==> config.mk <==
export PLATFORM = sky130hd
export DESIGN_NAME = id_stage_decode
export DESIGN_NICKNAME = d
export VERILOG_FILES = /design/src/rtl/sparc_pkg.sv /design/src/rtl/id_ex_reg.sv /design/src/rtl/id_stage_decode.sv
export SDC_FILE = /design/constraint.sdc
export NUM_CORES = 1
export LEC_CHECK = 0
export ABC_CLOCK_PERIOD_IN_PS = 5250
export CORE_ASPECT_RATIO = 1.5
export CORE_MARGIN = 3
export CORE_UTILIZATION = 50
export CTS_BUF_LIST = sky130_fd_sc_hd__clkbuf_4 sky130_fd_sc_hd__clkbuf_8
export DETAILED_ROUTE_END_ITERATION = 6
export DONT_BUFFER_PORTS = 1
export PLACE_DENSITY = 0.72
export SLEW_MARGIN = 40
export SYNTH_ARGS = -nofsm -noshare
export SYNTH_HDL_FRONTEND = slang
export SYNTH_HIERARCHICAL = 1
export SYNTH_SLANG_ARGS = --single-unit
==> constraint.sdc <==
create_clock -name clk -period 5.25 [get_ports clk]
set_clock_uncertainty 0.2 [all_clocks]
set_input_delay 1.05 -clock clk [delete_from_list [all_inputs] [get_ports clk]]
set_output_delay 1.05 -clock clk [all_outputs]
set_load 0.03 [all_outputs]
==> src/rtl/sparc_pkg.sv <==
// sparc_pkg: SPARC opcode fields, condition codes, decode FSM states
// and the ID/EX bundle shared by the decode stage and its register.
package sparc_pkg;

    localparam logic [1:0]  OP_FMT2   = 2'b00;
    localparam logic [1:0]  OP_CALL   = 2'b01;
    localparam logic [1:0]  OP_ARITH  = 2'b10;
    localparam logic [1:0]  OP_MEM    = 2'b11;

    localparam logic [2:0]  OP2_BICC  = 3'b010;
    localparam logic [2:0]  OP2_SETHI = 3'b100;

    localparam logic [3:0]  COND_BN   = 4'b0000;
    localparam logic [3:0]  COND_BA   = 4'b1000;

    localparam logic [4:0]  REG_O7    = 5'd15;
    localparam logic [31:0] SPARC_NOP = 32'h0100_0000;

    typedef enum logic {
        ST_RUN,
        ST_ANNUL
    } state_t;

    typedef struct packed {
        logic        valid;
        logic [31:0] pc;
        logic [4:0]  rs1;
        logic [4:0]  rs2;
        logic [4:0]  rd;
        logic [31:0] imm;
        logic        use_imm;
        logic [5:0]  alu_op;
        logic        rf_we;
        logic        mem_rd;
        logic        mem_wr;
        logic        is_call;
        logic        illegal;
    } id_ex_t;

    // op3 values implemented for op=10 (ALU, shifts, jmpl, save/restore)
    function automatic logic arith_op3_ok(input logic [5:0] op3);
        case (op3) inside
            [6'h00:6'h08], [6'h0A:6'h18], [6'h1A:6'h1F],
            6'h25, 6'h26, 6'h27, 6'h38, 6'h3C, 6'h3D:
                return 1'b1;
            default:
                return 1'b0;
        endcase
    endfunction

    // op3 values implemented for op=11 (ld/st family)
    function automatic logic mem_op3_ok(input logic [5:0] op3);
        case (op3) inside
            [6'h00:6'h07], 6'h09, 6'h0A:
                return 1'b1;
            default:
                return 1'b0;
        endcase
    endfunction

endpackage

==> src/rtl/id_ex_reg.sv <==
// id_ex_reg: ID/EX pipeline register; a bubble request clears every
// field so EX sees no valid instruction and no control bits.
module id_ex_reg
    import sparc_pkg::*;
(
    input  logic   clk,
    input  logic   R,
    input  logic   i_bubble,
    input  id_ex_t i_dec,
    output id_ex_t o_q
);

    id_ex_t r_q;

    // Load the decoded bundle or a bubble every cycle
    always_ff @(posedge clk or negedge R) begin
        if (!R) begin
            r_q <= '0;
        end else if (i_bubble) begin
            r_q <= '0;
        end else begin
            r_q <= i_dec;
        end
    end

    assign o_q = r_q;

endmodule

==> src/rtl/id_stage_decode.sv <==
// id_stage_decode: SPARC decode with load-use stall and ba,a/bn,a annul.
// Define ID_ILLEGAL_TRAP_EN to issue undefined encodings with ex_illegal.
module id_stage_decode
    import sparc_pkg::*;
#(
    parameter int          ALU_OP_W  = 6,
    parameter logic [31:0] NOP_INSTR = SPARC_NOP
) (
    input  logic                clk,
    input  logic                R,
    input  logic [31:0]         instr_in,
    input  logic [31:0]         pc_in,
    input  logic                valid_in,
    input  logic                flush,
    output logic                stall,
    output logic                br_take,
    output logic [31:0]         ta,
    output logic                ex_valid,
    output logic [31:0]         ex_pc,
    output logic [4:0]          ex_rs1,
    output logic [4:0]          ex_rs2,
    output logic [4:0]          ex_rd,
    output logic [31:0]         ex_imm,
    output logic                ex_use_imm,
    output logic [ALU_OP_W-1:0] ex_alu_op,
    output logic                ex_rf_we,
    output logic                ex_mem_rd,
    output logic                ex_mem_wr,
    output logic                ex_is_call,
    output logic                ex_illegal
);

    logic [1:0] w_op;
    logic [2:0] w_op2;
    logic [3:0] w_cond;
    logic [5:0] w_op3;
    logic [4:0] w_rd, w_rs1, w_rs2;
    logic       w_a, w_i;

    assign w_op   = instr_in[31:30];
    assign w_rd   = instr_in[29:25];
    assign w_a    = instr_in[29];
    assign w_cond = instr_in[28:25];
    assign w_op2  = instr_in[24:22];
    assign w_op3  = instr_in[24:19];
    assign w_rs1  = instr_in[18:14];
    assign w_i    = instr_in[13];
    assign w_rs2  = instr_in[4:0];

    logic w_live, w_call, w_sethi, w_bicc, w_arith, w_mem;
    logic w_arith_ok, w_mem_ok, w_legal, w_store;
    logic w_ld_hit, w_match, w_bubble, w_annul_br;

    state_t r_state, w_state_nx;
    id_ex_t w_dec, w_q;

    assign w_live     = valid_in && (instr_in != NOP_INSTR);
    assign w_call     = (w_op == OP_CALL);
    assign w_sethi    = (w_op == OP_FMT2) && (w_op2 == OP2_SETHI);
    assign w_bicc     = (w_op == OP_FMT2) && (w_op2 == OP2_BICC);
    assign w_arith    = (w_op == OP_ARITH);
    assign w_mem      = (w_op == OP_MEM);
    assign w_arith_ok = w_arith && arith_op3_ok(w_op3);
    assign w_mem_ok   = w_mem && mem_op3_ok(w_op3);
    assign w_legal    = w_call || w_sethi || w_bicc
                     || w_arith_ok || w_mem_ok;
    assign w_store    = w_mem && w_op3[2];
    assign w_annul_br = w_bicc && w_a
                     && (w_cond == COND_BA || w_cond == COND_BN);

    // Format decode into the ID/EX bundle
    always_comb begin
        w_dec         = '0;
        w_dec.pc      = pc_in;
        w_dec.rs1     = w_rs1;
        w_dec.rs2     = w_rs2;
        w_dec.rd      = w_call ? REG_O7 : w_rd;
        w_dec.imm     = w_sethi ? {instr_in[21:0], 10'b0}
                                : {{19{instr_in[12]}}, instr_in[12:0]};
        w_dec.use_imm = w_i;
        w_dec.alu_op  = w_op3;
        unique case (1'b1)
            w_call: begin
                w_dec.valid   = 1'b1;
                w_dec.rf_we   = 1'b1;
                w_dec.is_call = 1'b1;
            end
            w_sethi: begin
                w_dec.valid = 1'b1;
                w_dec.rf_we = (w_rd != 5'd0);
            end
            w_bicc: begin
                w_dec.valid = 1'b1;
            end
            w_arith_ok: begin
                w_dec.valid = 1'b1;
                w_dec.rf_we = (w_rd != 5'd0);
            end
            w_mem_ok: begin
                w_dec.valid  = 1'b1;
                w_dec.mem_wr = w_store;
                w_dec.mem_rd = !w_store;
                w_dec.rf_we  = !w_store && (w_rd != 5'd0);
            end
`ifdef ID_ILLEGAL_TRAP_EN
            default: begin
                w_dec.valid   = 1'b1;
                w_dec.illegal = 1'b1;
            end
`else
            default: begin
                w_dec.valid = 1'b0;
            end
`endif
        endcase
    end

    // Load-use check: rs1/rs2 only exist in op=10/11 formats
    assign w_ld_hit = w_q.valid && w_q.mem_rd && (w_q.rd != 5'd0);
    assign w_match  = ((w_arith || w_mem)
                       && (w_rs1 == w_q.rd
                           || (!w_i && w_rs2 == w_q.rd)))
                   || (w_store && w_rd == w_q.rd);
    assign stall    = w_live && w_legal && w_ld_hit
                   && w_match && !flush;

    assign w_bubble = flush || !w_live || stall
                   || !w_dec.valid || (r_state == ST_ANNUL);

    assign br_take  = w_live && !stall && !flush
                   && (r_state == ST_RUN)
                   && (w_call || (w_bicc && w_cond == COND_BA));

    assign ta = w_call ? pc_in + {instr_in[29:0], 2'b00}
                       : pc_in + {{8{instr_in[21]}},
                                  instr_in[21:0], 2'b00};

    // Annul state register
    always_ff @(posedge clk or negedge R) begin
        if (!R) begin
            r_state <= ST_RUN;
        end else begin
            r_state <= w_state_nx;
        end
    end

    // Annul next-state: only accepted real instructions advance it
    always_comb begin
        w_state_nx = r_state;
        if (flush) begin
            w_state_nx = ST_RUN;
        end else if (w_live && !stall) begin
            if (r_state == ST_ANNUL) begin
                w_state_nx = ST_RUN;
            end else if (w_annul_br) begin
                w_state_nx = ST_ANNUL;
            end
        end
    end

    id_ex_reg u_id_ex_reg (
        .clk      (clk),
        .R        (R),
        .i_bubble (w_bubble),
        .i_dec    (w_dec),
        .o_q      (w_q)
    );

    assign ex_valid   = w_q.valid;
    assign ex_pc      = w_q.pc;
    assign ex_rs1     = w_q.rs1;
    assign ex_rs2     = w_q.rs2;
    assign ex_rd      = w_q.rd;
    assign ex_imm     = w_q.imm;
    assign ex_use_imm = w_q.use_imm;
    assign ex_alu_op  = ALU_OP_W'(w_q.alu_op);
    assign ex_rf_we   = w_q.rf_we;
    assign ex_mem_rd  = w_q.mem_rd;
    assign ex_mem_wr  = w_q.mem_wr;
    assign ex_is_call = w_q.is_call;
    assign ex_illegal = w_q.illegal;

endmodule
==> results of run 1 <==
==> power breakdown <==
group          total (uW)  switching (uW)  internal (uW)
combinational         437             277            160
sequential            790            54.8            736
clock                 537             253            284
total                1760             585           1180
==> how the worst max path moves through the flow <==
stage	from	end	slack (ns)	depth (start not counted)
6_report	instr_in[30]	ta[31]	0.34	13
5_1_grt	instr_in[30]	ta[31]	0.06	13
4_1_cts	instr_in[30]	ta[31]	0.13	14
3_5_place_dp	instr_in[30]	ta[31]	0.15	14
3_3_place_gp	instr_in[30]	ta[31]	0.32	14
2_1_floorplan	instr_in[30]	ta[31]	0.21	13
==> what timing repair did <==
item | in CTS | in global routing
gates resized for setup | 0 | 3
setup endpoints to repair | 0 | 1
buffers inserted | 0 | 0
==> final cells by class <==
class	count	share of cell area, %
clock buffers	10	2.394
clock inverters	6	1.610
inverters	17	1.110
multi-input cells	409	49.25
flip-flops and latches	93	40.48
well taps	141	3.069
repair buffers	16	2.089
==> worst max-delay path: cells and delay by family <==
kind	cells	cell delay (ns)
adders and majority gates	1	0.33
xor gates and xnor gates	1	0.14
and+or+nand+nor	2	0.40
buffers and inverters	2	0.22
AOI/OAI and AO/OA	7	1.52
==> stage by stage <==
stage	setup WS (ns)	cells	hold slack (ns)	total power, uW	utilization [%]
final	0.3358	692	0.1651	1765	55.80
after CTS	0.1283	692	0.1470	1776	55.69
after global routing	0.06150	692	0.1339	1844	55.80
after global placement	0.3247	676	0.3618	1229	53.45
after detailed placement	0.1479	676	0.3871	1237	53.45
after floorplan	0.2132	540	0.3415	1157	-
==> per-layer routing <==
metal	track usage, %	part of all wire [%]	wire length, microns	vias to the layer above
met1	25.44	37	5276	1954
met5	0	0	0	-
li1	-	-	-	1870
met3	6.997	7.8	1097	43
met2	40.96	52	7306	196
met4	9.881	2.9	409	0
==> synthesized netlist by cell type (all sizes together), types with 2 or more instances <==
master / number
a211oi: 4
a21boi: 4
a21o: 36
a21oi: 23
a311oi: 2
and2: 12
and3: 5
buf: 13
clkbuf: 8
dfrtp: 93
ha: 29
inv: 17
nand2: 27
nand2b: 3
nand3: 8
nand3b: 2
nand4: 8
nor2: 27
nor2b: 98
nor3: 9
nor4: 6
o2111ai: 3
o211ai: 2
o21a: 5
o21ai: 16
o21bai: 3
o22ai: 4
o311ai: 2
o31a: 3
o31ai: 2
o41ai: 2
or2: 4
or3: 4
or4: 2
xnor2: 32
xor2: 8
==> sequential cells by signal, indices dropped and copies added (netlist names) <==
name and flops:
u_id_ex_reg/o_q 92, r_state 1
==> cell usage in the layout (no fill, tap or decap), types with 5 or more instances in the layout <==
| master | Yosys | final |
|---|---|---|
| ha_1 | 29 | 29 |
| nand3_1 | 8 | 7 |
| clkbuf_8 | 0 | 10 |
| o21ai_0 | 10 | 10 |
| o21a_1 | 5 | 5 |
| a21oi_1 | 23 | 23 |
| nor2_1 | 27 | 27 |
| a21o_1 | 36 | 36 |
| nor2b_1 | 98 | 98 |
| nand2_1 | 27 | 27 |
| nand4_1 | 8 | 8 |
| xor2_1 | 8 | 8 |
| buf_4 | 2 | 16 |
| xnor2_1 | 32 | 32 |
| and3_1 | 5 | 5 |
| o21ai_1 | 6 | 6 |
| dfrtp_1 | 93 | 93 |
| nor4_1 | 6 | 6 |
| inv_1 | 17 | 17 |
| and2_1 | 12 | 12 |
| nor3_1 | 9 | 9 |
==> logic make-up after synthesis <==
group | share of synthesized area (%)
other | 0.07011
AO/OA/AOI/OAI | 15.77
buffers and inverters | 4.117
flip-flops | 43.51
adder cells (fa/ha/maj) | 7.158
multiplexers | 0.1871
XOR/XNOR | 6.550
AND/OR/NAND/NOR | 22.64
==> reports/metrics.yaml, run 1 <==
synth.largest_area_cell: "dfrtp_1"
routed_wl_mm: 14.09
synthArstFlopShare_pct: 100.0
die_w_microns: 90.45
fillers: 934
fin_tns_setup_ns: 0
worst_pin_slew_ns: 0.7874
synth-edff-count: 0
reg2reg_to: "u_id_ex_reg/o_q[61]"
leakage_uw: 0.002716
rows: 45
synth_area_sq_mm: 0.005349
synth.avg_cell_area_sq_um: 9.905
clkTransAtPathRegs_ns: 0.10
grt-ovfl-total: 0
ys_seq_elements: 93
setup_viol: 0
cts-htree-levels: 3
io_buffers: 0
area_growth_pct: 7.485
dpl-instance-area_sq_mm: 0.005508
relSlewSlack_pct: 47.13
vdd_ir_drop_max_uv: 152.1
design.core.area_sq_mm: 0.01030
grt_max_degree: 94
drt-pass1-iter-count: 4
drc: 0
synth_ff_type: "dfrtp_1"
ctsHoldBuffers: 0
outcome: "finished clean"
hp-class: "input port to asynchronous set/reset pin"
grt_setup_unrepaired: "false"
antenna_found_initial: 0
max-cap-violations: 0
netlist_instances: 540
cp_max_fo: 8
fmax_mhz: 203.5
crit_chain: "inv_1, nor2_1, nor2_1, a21o_1, ha_1, a21o_1, a211oi_1, a21boi_1, a311oi_1, o41ai_2, a21oi_1, xnor2_1, buf_4"
drive_gt1_share_pct: 7.623
post-route-period-util_pct: 93.60
reg2reg_from: "u_id_ex_reg/o_q[45]"
die_h_microns: 132.7
fin_crit_ns: 4.914
seq_area_sq_mm: 0.002327
cp-end-kind: "output port"
hold_viol: 0
fin_area_sq_mm: 0.005749
num_io_pins: 194
ant_nets: 0
required_ns: 4.00
drt-vias-per-instance: 5.871
nets: 644
max_stage_delay_ns: 0.38
grt_pass1_wl_mm: 21.65
rrSetupSlack_ns: 2.44
synth_top_area_share_pct: 43.51
cts_buffers: 9
numClockSinks: 93
n_antenna_cell: 0
drtIter0Drc: 219
clk-insertion-delay-late_ns: 0.36
start_kind: "input port"
ys_types: 56
clockBufferDepth: 2
yosys_warnings: 6
die_area_sq_mm: 0.01200
critPathSlowestCell: "a311oi_1"
syn_nets: 638
grt_pass1_vias: 4005
power_density_mw_per_mm2: 307.0
routedWlPerCell_microns: 20.36
multiInputGateArea_sq_mm: 0.002831
slew_viol_final: 0
setup.worst_path.class: "input port to output port"
dp_hpwl_mm: 10.75
seq_area_frac_synth_pct: 43.51
grt_use_total_pct: 23.09
synth_area_leaders: "dfrtp_1 44%, nor2b_1 11%, ha_1 6.8%"
route.vias.total: 4063
cp_data_arrival_time_ns: 3.66
reg2reg_depth: 8
place_congestion: 0.9023
clock-root-buffer: "clkbuf_8"
cts_tree: "yes"
initial_core_util_pct: 51.91
Power figures use the tool's default switching activity.
==> run 2: changes to the inputs <==
--- a/config.mk
+++ b/config.mk
@@ -12,6 +12,7 @@
 export CTS_BUF_LIST = sky130_fd_sc_hd__clkbuf_4 sky130_fd_sc_hd__clkbuf_8
 export DETAILED_ROUTE_END_ITERATION = 6
 export DONT_BUFFER_PORTS = 1
+export MAX_ROUTING_LAYER = met4
 export PLACE_DENSITY = 0.72
 export SLEW_MARGIN = 40
 export SYNTH_ARGS = -nofsm -noshare
==> run 2 against run 1 <==
Critical path depth grew 1; sequential power is essentially flat; utilization is the same; wire length grew 0.38%; critical path type unchanged; critical endpoint unchanged; largest cell class unchanged.
==> reports/metrics.yaml, run 2 (synthesis gave the netlist of run 1 again) <==
grt_use_total_pct: 23.79
cp_max_fo: 8
grt_max_degree: 94
cts_tree: "yes"
numClockSinks: 93
grt_pass1_vias: 3997
area_growth_pct: 7.485
die_w_microns: 90.45
route.vias.total: 4064
final_cell_mix: "98 x nor2b_1, 93 x dfrtp_1, 36 x a21o_1"
setup_viol: 0
post_cts_buffers: 0
grt_pass1_wl_mm: 21.64
rows: 45
die_area_sq_mm: 0.01200
grt-ovfl-total: 0
n_antenna_cell: 0
clock-root-buffer: "clkbuf_8"
initial_core_util_pct: 51.91
cp_data_arrival_time_ns: 3.66
design.core.area_sq_mm: 0.01030
layout_setup_ws_ns: 0.3352
setup.worst_path.class: "input port to output port"
cp-end-kind: "output port"
cts-htree-levels: 3
vdd_ir_drop_max_uv: 151.9
drive_gt1_share_pct: 7.623
crit_start: "instr_in[30]"
slew_viol_final: 0
routed_wl_mm: 14.14
grt_setup_unrepaired: "false"
io_buffers: 0
max-cap-violations: 0
final_common_cell: "nor2b_1"
design_power_total_uw: 1766
drt-pass1-iter-count: 5
fin_tns_setup_ns: 0
dp_cells: 676
rrSetupSlack_ns: 2.45
outcome: "finished clean"
fin_crit_ns: 4.915
reg2reg_from: "u_id_ex_reg/o_q[45]"
nets: 644
drc: 0
num_io_pins: 194
reg2reg_depth: 8
die_h_microns: 132.7
required_ns: 4.00
largest_register_ffs: 92
hp-class: "input port to asynchronous set/reset pin"
cts_buffers: 9
clkTransAtPathRegs_ns: 0.09
leakage_uw: 0.002716
place_congestion: 0.9177
start_kind: "input port"
fmax_mhz: 203.5
worst_pin_slew_ns: 0.7920
dp_hpwl_mm: 10.75
final_cells: 692
post-route-period-util_pct: 93.62
antenna_found_initial: 0
routedWlPerCell_microns: 20.44
power_density_mw_per_mm2: 307.2
ant_nets: 0
post-place-ws_ns: 0.1479
hold_viol: 0
clk-insertion-delay-late_ns: 0.36
drt-vias-per-instance: 5.873
reg2reg_to: "u_id_ex_reg/o_q[61]"
relSlewSlack_pct: 46.82
clockBufferDepth: 2
drtIter0Drc: 212
## run 2: cell counts in the layout (fill, tap and decap cells not counted)
No cell type changed its count.
## run 2: layout make-up
class / count / area, sq um
Clock buffer: 10 / 137.6
Clock inverter: 6 / 92.59
Fill cell: 934 / 4554
Inverter: 17 / 63.81
Multi-Input combinational cell: 409 / 2831
Sequential cell: 93 / 2327
Tap cell: 141 / 176.4
Timing Repair Buffer: 16 / 120.1
## run 2: critical path: stages
cell and delay [ns]:
inv_1 0.04, nor2_1 0.22, nor2_1 0.18, a21o_1 0.19, ha_1 0.35, o21a_1 0.14
o21ai_1 0.08, a21boi_2 0.23, a21boi_1 0.27, a311oi_1 0.11, o41ai_2 0.35, a21oi_1 0.13
xnor2_1 0.15, buf_4 0.18
## run 2: worst max path at each step
stage                  end  slack, ns  cells past startpoint
global route        ta[31]       0.06                     13
floorplan           ta[31]       0.21                     13
detailed placement  ta[31]       0.15                     14
finish              ta[31]       0.34                     14
global placement    ta[31]       0.32                     14
CTS                 ta[31]       0.13                     14
## run 2: through the flow
stage | instance area (sq um) | hold slack [ns] | util (%)
3_3_place_gp | 5508 | 0.3618 | 53.45
3_5_place_dp | 5508 | 0.3871 | 53.45
4_1_cts | 5738 | 0.1470 | 55.69
6_report | 5749 | 0.1615 | 55.80
2_1_floorplan | 5349 | 0.3415 | -
5_1_grt | 5749 | 0.1372 | 55.80
## run 2: per-layer routing
| metal | global-route usage [%] | part of all wire, % | vias to the layer above |
|---|---|---|---|
| li1 | - | - | 1865 |
| met5 | - | 0 | - |
| met2 | 41.00 | 52 | 195 |
| met1 | 25.96 | 38 | 1959 |
| met4 | 10.90 | 3.1 | 0 |
| met3 | 5.518 | 7.0 | 45 |
## run 2: power breakdown
part / switching [uW] / leakage, uW / internal (uW) / total, uW
clock network: 254 / 0.000110 / 284 / 538
registers: 54.8 / 0.00128 / 736 / 790
logic: 277 / 0.00133 / 160 / 438
total: 586 / 0.00272 / 1180 / 1770
## run 2: repair_timing
action,CTS,global route
gates resized for setup,0,3
hold endpoints to repair,0,0
hold buffers,0,0
setup endpoints to repair,0,1
